**config.mk**
```make
export PLATFORM = sky130hd
export DESIGN_NAME = io_channel_flat
export DESIGN_NICKNAME = d
export VERILOG_FILES = /design/src/rtl/io_pkg.sv /design/src/rtl/io_channel_if.sv /design/src/rtl/io_mem_mux.sv /design/src/rtl/io_channel.sv /design/src/flat_wrapper.sv
export SDC_FILE = /design/constraint.sdc
export NUM_CORES = 1
export LEC_CHECK = 0
export ABC_AREA = 1
export CAP_MARGIN = 25
export CORE_UTILIZATION = 36
export DETAILED_ROUTE_END_ITERATION = 16
export PLACE_DENSITY_LB_ADDON = 0.12
export SLEW_MARGIN = 20
export SYNTH_ARGS = -nofsm -noshare
export SYNTH_HDL_FRONTEND = slang
export SYNTH_SLANG_ARGS = --single-unit
export TNS_END_PERCENT = 30
```
**constraint.sdc**
```tcl
create_clock -name clock -period 1.6 [get_ports clock]
set_input_delay 0.32 -clock clock [delete_from_list [all_inputs] [get_ports clock]]
set_output_delay 0.32 -clock clock [all_outputs]
set_load 0.01 [all_outputs]
```
**src/rtl/io_pkg.sv**
```systemverilog
// io_pkg
// Shared definitions for the I/O channel: condition codes returned to the
// CPU, the state encodings of the command and transfer FSMs, the default
// transfer watchdog length, and a saturating word-count helper.
package io_pkg;

    // Condition codes presented on cpu_cc.
    localparam logic [0:3] CC_OK   = 4'd0;
    localparam logic [0:3] CC_BUSY = 4'd6;
    localparam logic [0:3] CC_ERR  = 4'd8;

    // Idle ACTIVE cycles tolerated without a device write.
    localparam int DEFAULT_TIMEOUT = 4096;

    typedef enum logic [1:0] {
        IDLE,
        TIO_ISSUE,
        TIO_WAIT,
        RESP
    } cmd_state_t;

    typedef enum logic {
        XIDLE,
        ACTIVE
    } xfer_state_t;

    // Word counter increment that sticks at all-ones.
    function automatic logic [0:15] sat_inc16(input logic [0:15] v);
        return (v == 16'hFFFF) ? v : v + 16'd1;
    endfunction

endpackage

```
**src/rtl/io_channel_if.sv**
```systemverilog
// io_channel_if
// Bundles every CPU, device and memory signal of the I/O channel.
//   CPU side    : cpu_sio/cpu_tio command pulses, cpu_cc/cpu_done response,
//                 cpu_mem_req/cpu_mem_grant arbitration, cpu_address/data/
//                 wr_enables memory request.
//   Device side : dev_sio/dev_tio/dev_active strobes, dev_cc status,
//                 dev_address/data/wr_enables memory request.
//   Memory side : mem_address/data/wr_enables steered from CPU or device.
//   Status      : xfer_count (words in current/last transfer), xfer_busy.
// Modport slave is the channel itself; master is its environment (CPU,
// device model and memory).
interface io_channel_if;

    logic         cpu_sio;
    logic         cpu_tio;
    logic [0:3]   cpu_cc;
    logic         cpu_done;
    logic         cpu_mem_req;
    logic         cpu_mem_grant;
    logic [15:31] cpu_address;
    logic [0:31]  cpu_data;
    logic [0:3]   cpu_wr_enables;

    logic         dev_sio;
    logic         dev_tio;
    logic         dev_active;
    logic [0:3]   dev_cc;
    logic [15:31] dev_address;
    logic [0:31]  dev_data;
    logic [0:3]   dev_wr_enables;

    logic [15:31] mem_address;
    logic [0:31]  mem_data;
    logic [0:3]   mem_wr_enables;

    logic [0:15]  xfer_count;
    logic         xfer_busy;

    modport slave (
        input  cpu_sio, cpu_tio, cpu_mem_req,
        input  cpu_address, cpu_data, cpu_wr_enables,
        input  dev_cc, dev_address, dev_data, dev_wr_enables,
        output cpu_cc, cpu_done, cpu_mem_grant,
        output dev_sio, dev_tio, dev_active,
        output mem_address, mem_data, mem_wr_enables,
        output xfer_count, xfer_busy
    );

    modport master (
        output cpu_sio, cpu_tio, cpu_mem_req,
        output cpu_address, cpu_data, cpu_wr_enables,
        output dev_cc, dev_address, dev_data, dev_wr_enables,
        input  cpu_cc, cpu_done, cpu_mem_grant,
        input  dev_sio, dev_tio, dev_active,
        input  mem_address, mem_data, mem_wr_enables,
        input  xfer_count, xfer_busy
    );

endinterface

```
**src/rtl/io_mem_mux.sv**
```systemverilog
// io_mem_mux
// Memory port steering. dev_owns is dev_active delayed one cycle: the device
// sees dev_active, then drives its request in the following cycle, which is
// the cycle the memory port is switched to it.
//   clock, reset      : clock, asynchronous active-low reset
//   dev_active        : device granted for the next cycle
//   cpu_* / dev_*     : competing memory requests
//   dev_owns          : device owns the memory port this cycle
//   mem_*             : steered memory request
module io_mem_mux
    import io_pkg::*;
(
    input  logic         clock,
    input  logic         reset,
    input  logic         dev_active,
    input  logic [15:31] cpu_address,
    input  logic [0:31]  cpu_data,
    input  logic [0:3]   cpu_wr_enables,
    input  logic [15:31] dev_address,
    input  logic [0:31]  dev_data,
    input  logic [0:3]   dev_wr_enables,
    output logic         dev_owns,
    output logic [15:31] mem_address,
    output logic [0:31]  mem_data,
    output logic [0:3]   mem_wr_enables
);

    always_ff @(posedge clock or negedge reset) begin
        if (!reset) begin
            dev_owns <= 1'b0;
        end else begin
            dev_owns <= dev_active;
        end
    end

    assign mem_address    = dev_owns ? dev_address    : cpu_address;
    assign mem_data       = dev_owns ? dev_data       : cpu_data;
    assign mem_wr_enables = dev_owns ? dev_wr_enables : cpu_wr_enables;

endmodule

```
**src/rtl/io_channel.sv**
```systemverilog
// io_channel
// CPU-to-device I/O channel. A command FSM handles SIO (start transfer) and
// TIO (test device) from the CPU; a transfer FSM lets the device write memory
// between CPU accesses until it signals end-of-record (a granted cycle with
// no write enables) or goes silent for TIMEOUT cycles.
//   clock  : single clock, rising edge
//   reset  : asynchronous active-low reset
//   bus    : io_channel_if.slave carrying all CPU, device and memory signals
module io_channel
    import io_pkg::*;
#(
    parameter int TIMEOUT = DEFAULT_TIMEOUT
) (
    input  logic        clock,
    input  logic        reset,
    io_channel_if.slave bus
);

    localparam int IW = (TIMEOUT > 1) ? $clog2(TIMEOUT) : 1;

    cmd_state_t    cmd_state;
    xfer_state_t   xfer_state;
    logic          cpu_done_q;
    logic          dev_sio_q;
    logic          dev_tio_q;
    logic [0:3]    cpu_cc_q;
    logic          dev_active_q;
    logic          timeout_flag;
    logic [0:15]   xfer_count_q;
    logic [IW-1:0] idle_cnt;
    logic          dev_owns;

    logic          dev_write;
    logic          end_of_record;
    logic          timeout_hit;
    logic          sio_accept;
    logic          tio_resp;

    assign dev_write     = dev_owns && (bus.dev_wr_enables != 4'b0000);
    assign end_of_record = (xfer_state == ACTIVE) && dev_owns && !dev_write;
    // A granted cycle always either writes or ends the record, so the
    // watchdog can only fire in cycles the device does not own memory.
    assign timeout_hit   = (xfer_state == ACTIVE) && !dev_owns &&
                           (idle_cnt == IW'(TIMEOUT - 1));
    assign sio_accept    = (cmd_state == IDLE) && bus.cpu_sio && (xfer_state == XIDLE);
    assign tio_resp      = (cmd_state == TIO_WAIT);

    // Command FSM: SIO answers in one cycle; TIO strobes the device, samples
    // dev_cc a cycle later and answers in the cycle after that.
    always_ff @(posedge clock or negedge reset) begin
        if (!reset) begin
            cmd_state  <= IDLE;
            cpu_done_q <= 1'b0;
            dev_sio_q  <= 1'b0;
            dev_tio_q  <= 1'b0;
            cpu_cc_q   <= CC_OK;
        end else begin
            cpu_done_q <= 1'b0;
            dev_sio_q  <= 1'b0;
            dev_tio_q  <= 1'b0;
            case (cmd_state)
                IDLE: begin
                    // SIO wins over a simultaneous TIO, which is dropped.
                    if (bus.cpu_sio) begin
                        cpu_done_q <= 1'b1;
                        cmd_state  <= RESP;
                        if (xfer_state == XIDLE) begin
                            cpu_cc_q  <= CC_OK;
                            dev_sio_q <= 1'b1;
                        end else begin
                            cpu_cc_q  <= CC_BUSY;
                        end
                    end else if (bus.cpu_tio) begin
                        dev_tio_q <= 1'b1;
                        cmd_state <= TIO_ISSUE;
                    end
                end
                TIO_ISSUE: cmd_state <= TIO_WAIT;
                TIO_WAIT: begin
                    cpu_done_q <= 1'b1;
                    cpu_cc_q   <= bus.dev_cc | (timeout_flag ? CC_ERR : CC_OK);
                    cmd_state  <= RESP;
                end
                RESP:    cmd_state <= IDLE;
                default: cmd_state <= IDLE;
            endcase
        end
    end

    // Transfer FSM, device grant, word count and silence watchdog.
    always_ff @(posedge clock or negedge reset) begin
        if (!reset) begin
            xfer_state   <= XIDLE;
            dev_active_q <= 1'b0;
            timeout_flag <= 1'b0;
            xfer_count_q <= '0;
            idle_cnt     <= '0;
        end else begin
            // CPU requests always pre-empt the device.
            dev_active_q <= (xfer_state == ACTIVE) && !bus.cpu_mem_req;

            // Granted-cycle writes may trail the end of the transfer by a
            // couple of cycles; they still count until the next SIO clears.
            if (sio_accept) begin
                xfer_count_q <= '0;
            end else if (dev_write) begin
                xfer_count_q <= sat_inc16(xfer_count_q);
            end

            // A new abort outranks a clear landing on the same edge.
            if (timeout_hit) begin
                timeout_flag <= 1'b1;
            end else if (sio_accept || tio_resp) begin
                timeout_flag <= 1'b0;
            end

            if ((xfer_state != ACTIVE) || dev_write || timeout_hit) begin
                idle_cnt <= '0;
            end else begin
                idle_cnt <= idle_cnt + IW'(1);
            end

            case (xfer_state)
                XIDLE: begin
                    if (sio_accept) begin
                        xfer_state <= ACTIVE;
                    end
                end
                ACTIVE: begin
                    if (end_of_record || timeout_hit) begin
                        xfer_state <= XIDLE;
                    end
                end
                default: xfer_state <= XIDLE;
            endcase
        end
    end

    io_mem_mux u_mem_mux (
        .clock          (clock),
        .reset          (reset),
        .dev_active     (dev_active_q),
        .cpu_address    (bus.cpu_address),
        .cpu_data       (bus.cpu_data),
        .cpu_wr_enables (bus.cpu_wr_enables),
        .dev_address    (bus.dev_address),
        .dev_data       (bus.dev_data),
        .dev_wr_enables (bus.dev_wr_enables),
        .dev_owns       (dev_owns),
        .mem_address    (bus.mem_address),
        .mem_data       (bus.mem_data),
        .mem_wr_enables (bus.mem_wr_enables)
    );

    assign bus.cpu_cc        = cpu_cc_q;
    assign bus.cpu_done      = cpu_done_q;
    assign bus.dev_sio       = dev_sio_q;
    assign bus.dev_tio       = dev_tio_q;
    assign bus.dev_active    = dev_active_q;
    assign bus.cpu_mem_grant = !dev_owns;
    assign bus.xfer_count    = xfer_count_q;
    assign bus.xfer_busy     = (xfer_state == ACTIVE);

endmodule

```
**src/flat_wrapper.sv**
```systemverilog
// flat-port wrapper written by rule: the top's interface ports become plain ports
module io_channel_flat import io_pkg::*;
#(
    parameter int TIMEOUT = DEFAULT_TIMEOUT
)
  (clock, reset, bus_cpu_sio, bus_cpu_tio, bus_cpu_mem_req, bus_cpu_address, bus_cpu_data, bus_cpu_wr_enables, bus_dev_cc, bus_dev_address, bus_dev_data, bus_dev_wr_enables, bus_cpu_cc, bus_cpu_done, bus_cpu_mem_grant, bus_dev_sio, bus_dev_tio, bus_dev_active, bus_mem_address, bus_mem_data, bus_mem_wr_enables, bus_xfer_count, bus_xfer_busy);
  io_channel_if bus_i ();
  input  logic clock;
  input  logic reset;
  input wire logic [$bits(bus_i.cpu_sio)-1:0] bus_cpu_sio;
  input wire logic [$bits(bus_i.cpu_tio)-1:0] bus_cpu_tio;
  input wire logic [$bits(bus_i.cpu_mem_req)-1:0] bus_cpu_mem_req;
  input wire logic [$bits(bus_i.cpu_address)-1:0] bus_cpu_address;
  input wire logic [$bits(bus_i.cpu_data)-1:0] bus_cpu_data;
  input wire logic [$bits(bus_i.cpu_wr_enables)-1:0] bus_cpu_wr_enables;
  input wire logic [$bits(bus_i.dev_cc)-1:0] bus_dev_cc;
  input wire logic [$bits(bus_i.dev_address)-1:0] bus_dev_address;
  input wire logic [$bits(bus_i.dev_data)-1:0] bus_dev_data;
  input wire logic [$bits(bus_i.dev_wr_enables)-1:0] bus_dev_wr_enables;
  output wire logic [$bits(bus_i.cpu_cc)-1:0] bus_cpu_cc;
  output wire logic [$bits(bus_i.cpu_done)-1:0] bus_cpu_done;
  output wire logic [$bits(bus_i.cpu_mem_grant)-1:0] bus_cpu_mem_grant;
  output wire logic [$bits(bus_i.dev_sio)-1:0] bus_dev_sio;
  output wire logic [$bits(bus_i.dev_tio)-1:0] bus_dev_tio;
  output wire logic [$bits(bus_i.dev_active)-1:0] bus_dev_active;
  output wire logic [$bits(bus_i.mem_address)-1:0] bus_mem_address;
  output wire logic [$bits(bus_i.mem_data)-1:0] bus_mem_data;
  output wire logic [$bits(bus_i.mem_wr_enables)-1:0] bus_mem_wr_enables;
  output wire logic [$bits(bus_i.xfer_count)-1:0] bus_xfer_count;
  output wire logic [$bits(bus_i.xfer_busy)-1:0] bus_xfer_busy;
  assign bus_i.cpu_sio = bus_cpu_sio;
  assign bus_i.cpu_tio = bus_cpu_tio;
  assign bus_i.cpu_mem_req = bus_cpu_mem_req;
  assign bus_i.cpu_address = bus_cpu_address;
  assign bus_i.cpu_data = bus_cpu_data;
  assign bus_i.cpu_wr_enables = bus_cpu_wr_enables;
  assign bus_i.dev_cc = bus_dev_cc;
  assign bus_i.dev_address = bus_dev_address;
  assign bus_i.dev_data = bus_dev_data;
  assign bus_i.dev_wr_enables = bus_dev_wr_enables;
  assign bus_cpu_cc = bus_i.cpu_cc;
  assign bus_cpu_done = bus_i.cpu_done;
  assign bus_cpu_mem_grant = bus_i.cpu_mem_grant;
  assign bus_dev_sio = bus_i.dev_sio;
  assign bus_dev_tio = bus_i.dev_tio;
  assign bus_dev_active = bus_i.dev_active;
  assign bus_mem_address = bus_i.mem_address;
  assign bus_mem_data = bus_i.mem_data;
  assign bus_mem_wr_enables = bus_i.mem_wr_enables;
  assign bus_xfer_count = bus_i.xfer_count;
  assign bus_xfer_busy = bus_i.xfer_busy;
  io_channel #(.TIMEOUT(TIMEOUT)) u_core (.clock(clock), .reset(reset), .bus(bus_i));
endmodule
```
==> impl_summary.md <==
Outcome
The flow ran to the end, but the final reports show violations. The checks that failed: setup timing.

Placed design
The final HPWL from detailed placement is 8265 um. The final weighted congestion of routability-driven global placement is 0.8492. Summing all placed instances gives a cell area of 0.004915 sq mm. In this run, placement finished with an instance count of 725. The count of input and output buffers is 193. OpenSTA, run right after detailed placement, puts the worst setup slack at -0.2507 ns.

Clock network
Counting the buffers created by CTS gives 5. The clock root buffer master is sky130_fd_sc_hd__clkbuf_8. The clock sink count is 41. TritonCTS built the clock tree. The H-tree was split into 2 levels. After clock tree synthesis, the clock-pin slew on the worst setup and hold paths is 0.08 ns. The source-to-sink clock delay at the later pin of the worst-skew pair is 0.29 ns.

The largest buffer count on any clock path is 2. The total of hold buffers inserted after clock tree synthesis is 0.

Power and ir drop
The leakage power summed over all cells is 2.607 nW. The total design power is 5.497 mW. For this design the ratio of total power to cell area is 1073 mW/mm^2.

The worst vdd rail ir drop is 0.0004974 V.

STA
The setup slack of the critical path after layout is -0.08262 ns. Setup repair after global routing could not meet its margin everywhere. The headroom to the max-slew limit is 0.6535.

The final setup violation count is 44. For the pin with the worst max-slew slack, the measured transition is 0.5198 ns. The final critical delay including setup and external delays is 1.683 ns.

Static timing analysis puts the maximum clock frequency at 594.3 MHz. The count of pins over their slew limit is 0. The share of the clock period used by the worst path is 1.052. The number of hold violations in the final report was 0.

The worst hold slack is 0.08518 ns. Clock skew on the completed layout was measured at 0.005069 ns. The aggregate negative setup slack is -1.262 ns.

Critical path
The startpoint-to-endpoint class of the critical path is reg -> out. In this run the critical register-to-register path is captured at u_core.idle_cnt[7]. Of all nets on the critical path, the largest fanout is 24.

The critical path ends at bus_mem_data[18]. STA classifies the critical path endpoint as an output port. The setup check on the worst reg-to-reg path leaves a slack of 0.05 ns. The origin of the worst setup path is u_core.u_mem_mux.dev_owns. For the worst setup path, the data required time is 1.28 ns.

The path depth of the worst reg2reg path is 7. The worst setup path is launched from a flop. The critical path data arrival time is 1.36 ns. The worst reg2reg path startpoint is u_core.u_mem_mux.dev_owns.

Global routing
The via count of the first global-routing pass is 3297. The total global routing overflow is 0. The global-route total usage across every layer is 0.2626. The maximum number of pins on one net before global-route repair is 42.

The first global-routing pass estimated 15820 um of wire. The initial antenna violation count is 0.

Hold path
The class of the tightest hold or removal check is in -> async.

Finish
The multi-input logic area is 0.001660 sq mm. The finished cells cover 0.005122 sq mm. After filler insertion, the fill cell instance count of the layout stands at 621. At the end of the flow, the number of nets in the layout was 759. The diode insertion count for antenna repair is 0.

Once layout is complete, the utilization of the core stands at 0.6988. The library cells used most frequently in the layout, excluding fill and tap cells, are sky130_fd_sc_hd__nand2_1 (209), sky130_fd_sc_hd__clkdlybuf4s50_1 (121), sky130_fd_sc_hd__buf_2 (39). The fraction of layout cells with a size suffix above 1 is 0.2215.

Leaving out fill and tap cells, the most frequent cell in the layout is sky130_fd_sc_hd__nand2_1. After the flow finishes, the layout carries non-filler instances totaling 740. The area overhead of the layout relative to synthesis is 85.08%. The register cell area after layout is 0.001036 sq mm.

Synth
Counting distinct cell types in the post-synthesis netlist gives 28. The synthesized netlist cell count is 427. Summing every instance area after synthesis gives 0.002768 sq mm.

In this run, synthesis produced a sequential element count of 41. Averaged over all synthesized cells, the footprint is 6.482 sq um. Synthesis produced a netlist with a net count of 546. Yosys printed 0 warnings. Of the synthesized area, sequential elements account for 0.3707. The fraction of registers with async set or reset after synthesis is 1.000.

Among all flip-flop cells after synthesis, the most frequent one is sky130_fd_sc_hd__dfrtp_1. The number of synthesized flops with an enable pin is 0.

Drt
Dividing the detail-routed via count by the number of cells gives 4.677. The detail route stage leaves a number of antenna-violating nets equal to 0. Summing over every cut layer, the via total after detailed routing is 3461. The number of remaining DRC errors is 0. The average wire per standard cell is 14.39 um.

The total length of routed wires is 10650 um. The first routing iteration left 150 violations. For this run, the detailed router's first-pass iteration total came to 4.

Floorplan
The placeable core region is 0.007331 sq mm. After floorplanning, the core was divided into 31 placement rows. The die covers 0.008043 sq mm.

The number of top-level pins is 194. For this configuration, the core starts out at a cell density of 0.3775. The die is 89.68 um tall.

The horizontal extent of the die is 89.68 um.

Job
Across the run, the number of max-cap violations was 0.
where the power goes:
group | total (mW) | switching (mW) | internal (mW)
Clock | 0.987 | 0.367 | 0.620
Combinational | 3.12 | 1.61 | 1.51
Sequential | 1.39 | 0.158 | 1.24
per-layer routing:
layer  GRT usage  part of all wire
met1      0.3040              0.38
met2      0.4731              0.52
met3     0.07861             0.079
met4     0.06494             0.022
met5           0                 0
layout make-up:
cell class | instances | area share
clock buffers | 5 | 0.01343
well taps | 99 | 0.02418
clock inverters | 3 | 0.01270
multi-input cells | 347 | 0.3241
repair buffers | 221 | 0.4047
inverters | 24 | 0.01856
flip-flops and latches | 41 | 0.2022
kinds of logic (layout without fill, tap and decap cells):
kind of cell	after synthesis	after routing	share of synthesized area
buf+inv	39	253	0.05922
flops	41	41	0.3707
simple gates	300	300	0.4367
compound gates	28	28	0.06781
xor+xnor	15	15	0.04747
fa+ha+maj	4	4	0.01808
worst max-delay path, cell delays in order, from the launching register on:
cell and delay, ns:
sky130_fd_sc_hd__dfrtp_2 0.44, sky130_fd_sc_hd__buf_6 0.15, sky130_fd_sc_hd__buf_12 0.16, sky130_fd_sc_hd__nand2_1 0.10, sky130_fd_sc_hd__nand2_1 0.07, sky130_fd_sc_hd__buf_2 0.14
cell usage after synthesis (2+ instances only):
master | instances | area [sq um]
sky130_fd_sc_hd__nor2_1 | 31 | 116.4
sky130_fd_sc_hd__o211ai_1 | 2 | 15.01
sky130_fd_sc_hd__o21ai_1 | 6 | 30.03
sky130_fd_sc_hd__nand2_1 | 232 | 870.8
sky130_fd_sc_hd__nand4_1 | 8 | 50.05
sky130_fd_sc_hd__buf_2 | 2 | 10.01
sky130_fd_sc_hd__xor2_1 | 12 | 105.1
sky130_fd_sc_hd__a31oi_1 | 2 | 12.51
sky130_fd_sc_hd__nand2_2 | 3 | 18.77
sky130_fd_sc_hd__inv_1 | 24 | 90.09
sky130_fd_sc_hd__nor2_2 | 4 | 25.02
sky130_fd_sc_hd__nand3_1 | 15 | 75.07
sky130_fd_sc_hd__o21ai_2 | 7 | 61.31
sky130_fd_sc_hd__o21ai_0 | 5 | 25.02
sky130_fd_sc_hd__o21bai_1 | 4 | 30.03
sky130_fd_sc_hd__ha_1 | 4 | 50.05
sky130_fd_sc_hd__buf_1 | 2 | 7.510
sky130_fd_sc_hd__xnor2_1 | 3 | 26.28
sky130_fd_sc_hd__clkbuf_1 | 8 | 30.03
sky130_fd_sc_hd__dfrtp_1 | 41 | 1026
sky130_fd_sc_hd__nor3_1 | 4 | 20.02
sky130_fd_sc_hd__buf_4 | 2 | 15.01
how the worst min path moves through the flow:
stage	slack [ns]	endpoint	from	depth (start not counted)
2_1_floorplan	0.02	u_core.bus.cpu_cc[0]	reset	0
4_1_cts	0.10	u_core.idle_cnt[5]	reset	2
3_3_place_gp	0.37	u_core.u_mem_mux.dev_owns	u_core.bus.dev_active	0
3_5_place_dp	0.37	u_core.u_mem_mux.dev_owns	u_core.bus.dev_active	0
5_1_grt	0.13	u_core.idle_cnt[2]	reset	2
6_report	0.09	u_core.bus.xfer_count[4]	reset	2
timing repair:
action / 4_1_cts / 5_1_grt
endpoints found under the setup margin: 68 / 87
setup buffers: 4 / 2
pin swaps: 0 / 3
resized for setup: 251 / 59
gates cloned: 3 / 1
state kept, by name, indices dropped and copies added (netlist names):
| name | count |
|---|---|
| u_core.bus.cpu_cc | 4 |
| u_core.bus.cpu_done | 1 |
| u_core.bus.dev_active | 1 |
| u_core.bus.dev_sio | 1 |
| u_core.bus.dev_tio | 1 |
| u_core.bus.xfer_busy | 1 |
| u_core.bus.xfer_count | 16 |
| u_core.cmd_state | 2 |
| u_core.idle_cnt | 12 |
| u_core.timeout_flag | 1 |
| u_core.u_mem_mux.dev_owns | 1 |
(Power assumes the default switching activity.)
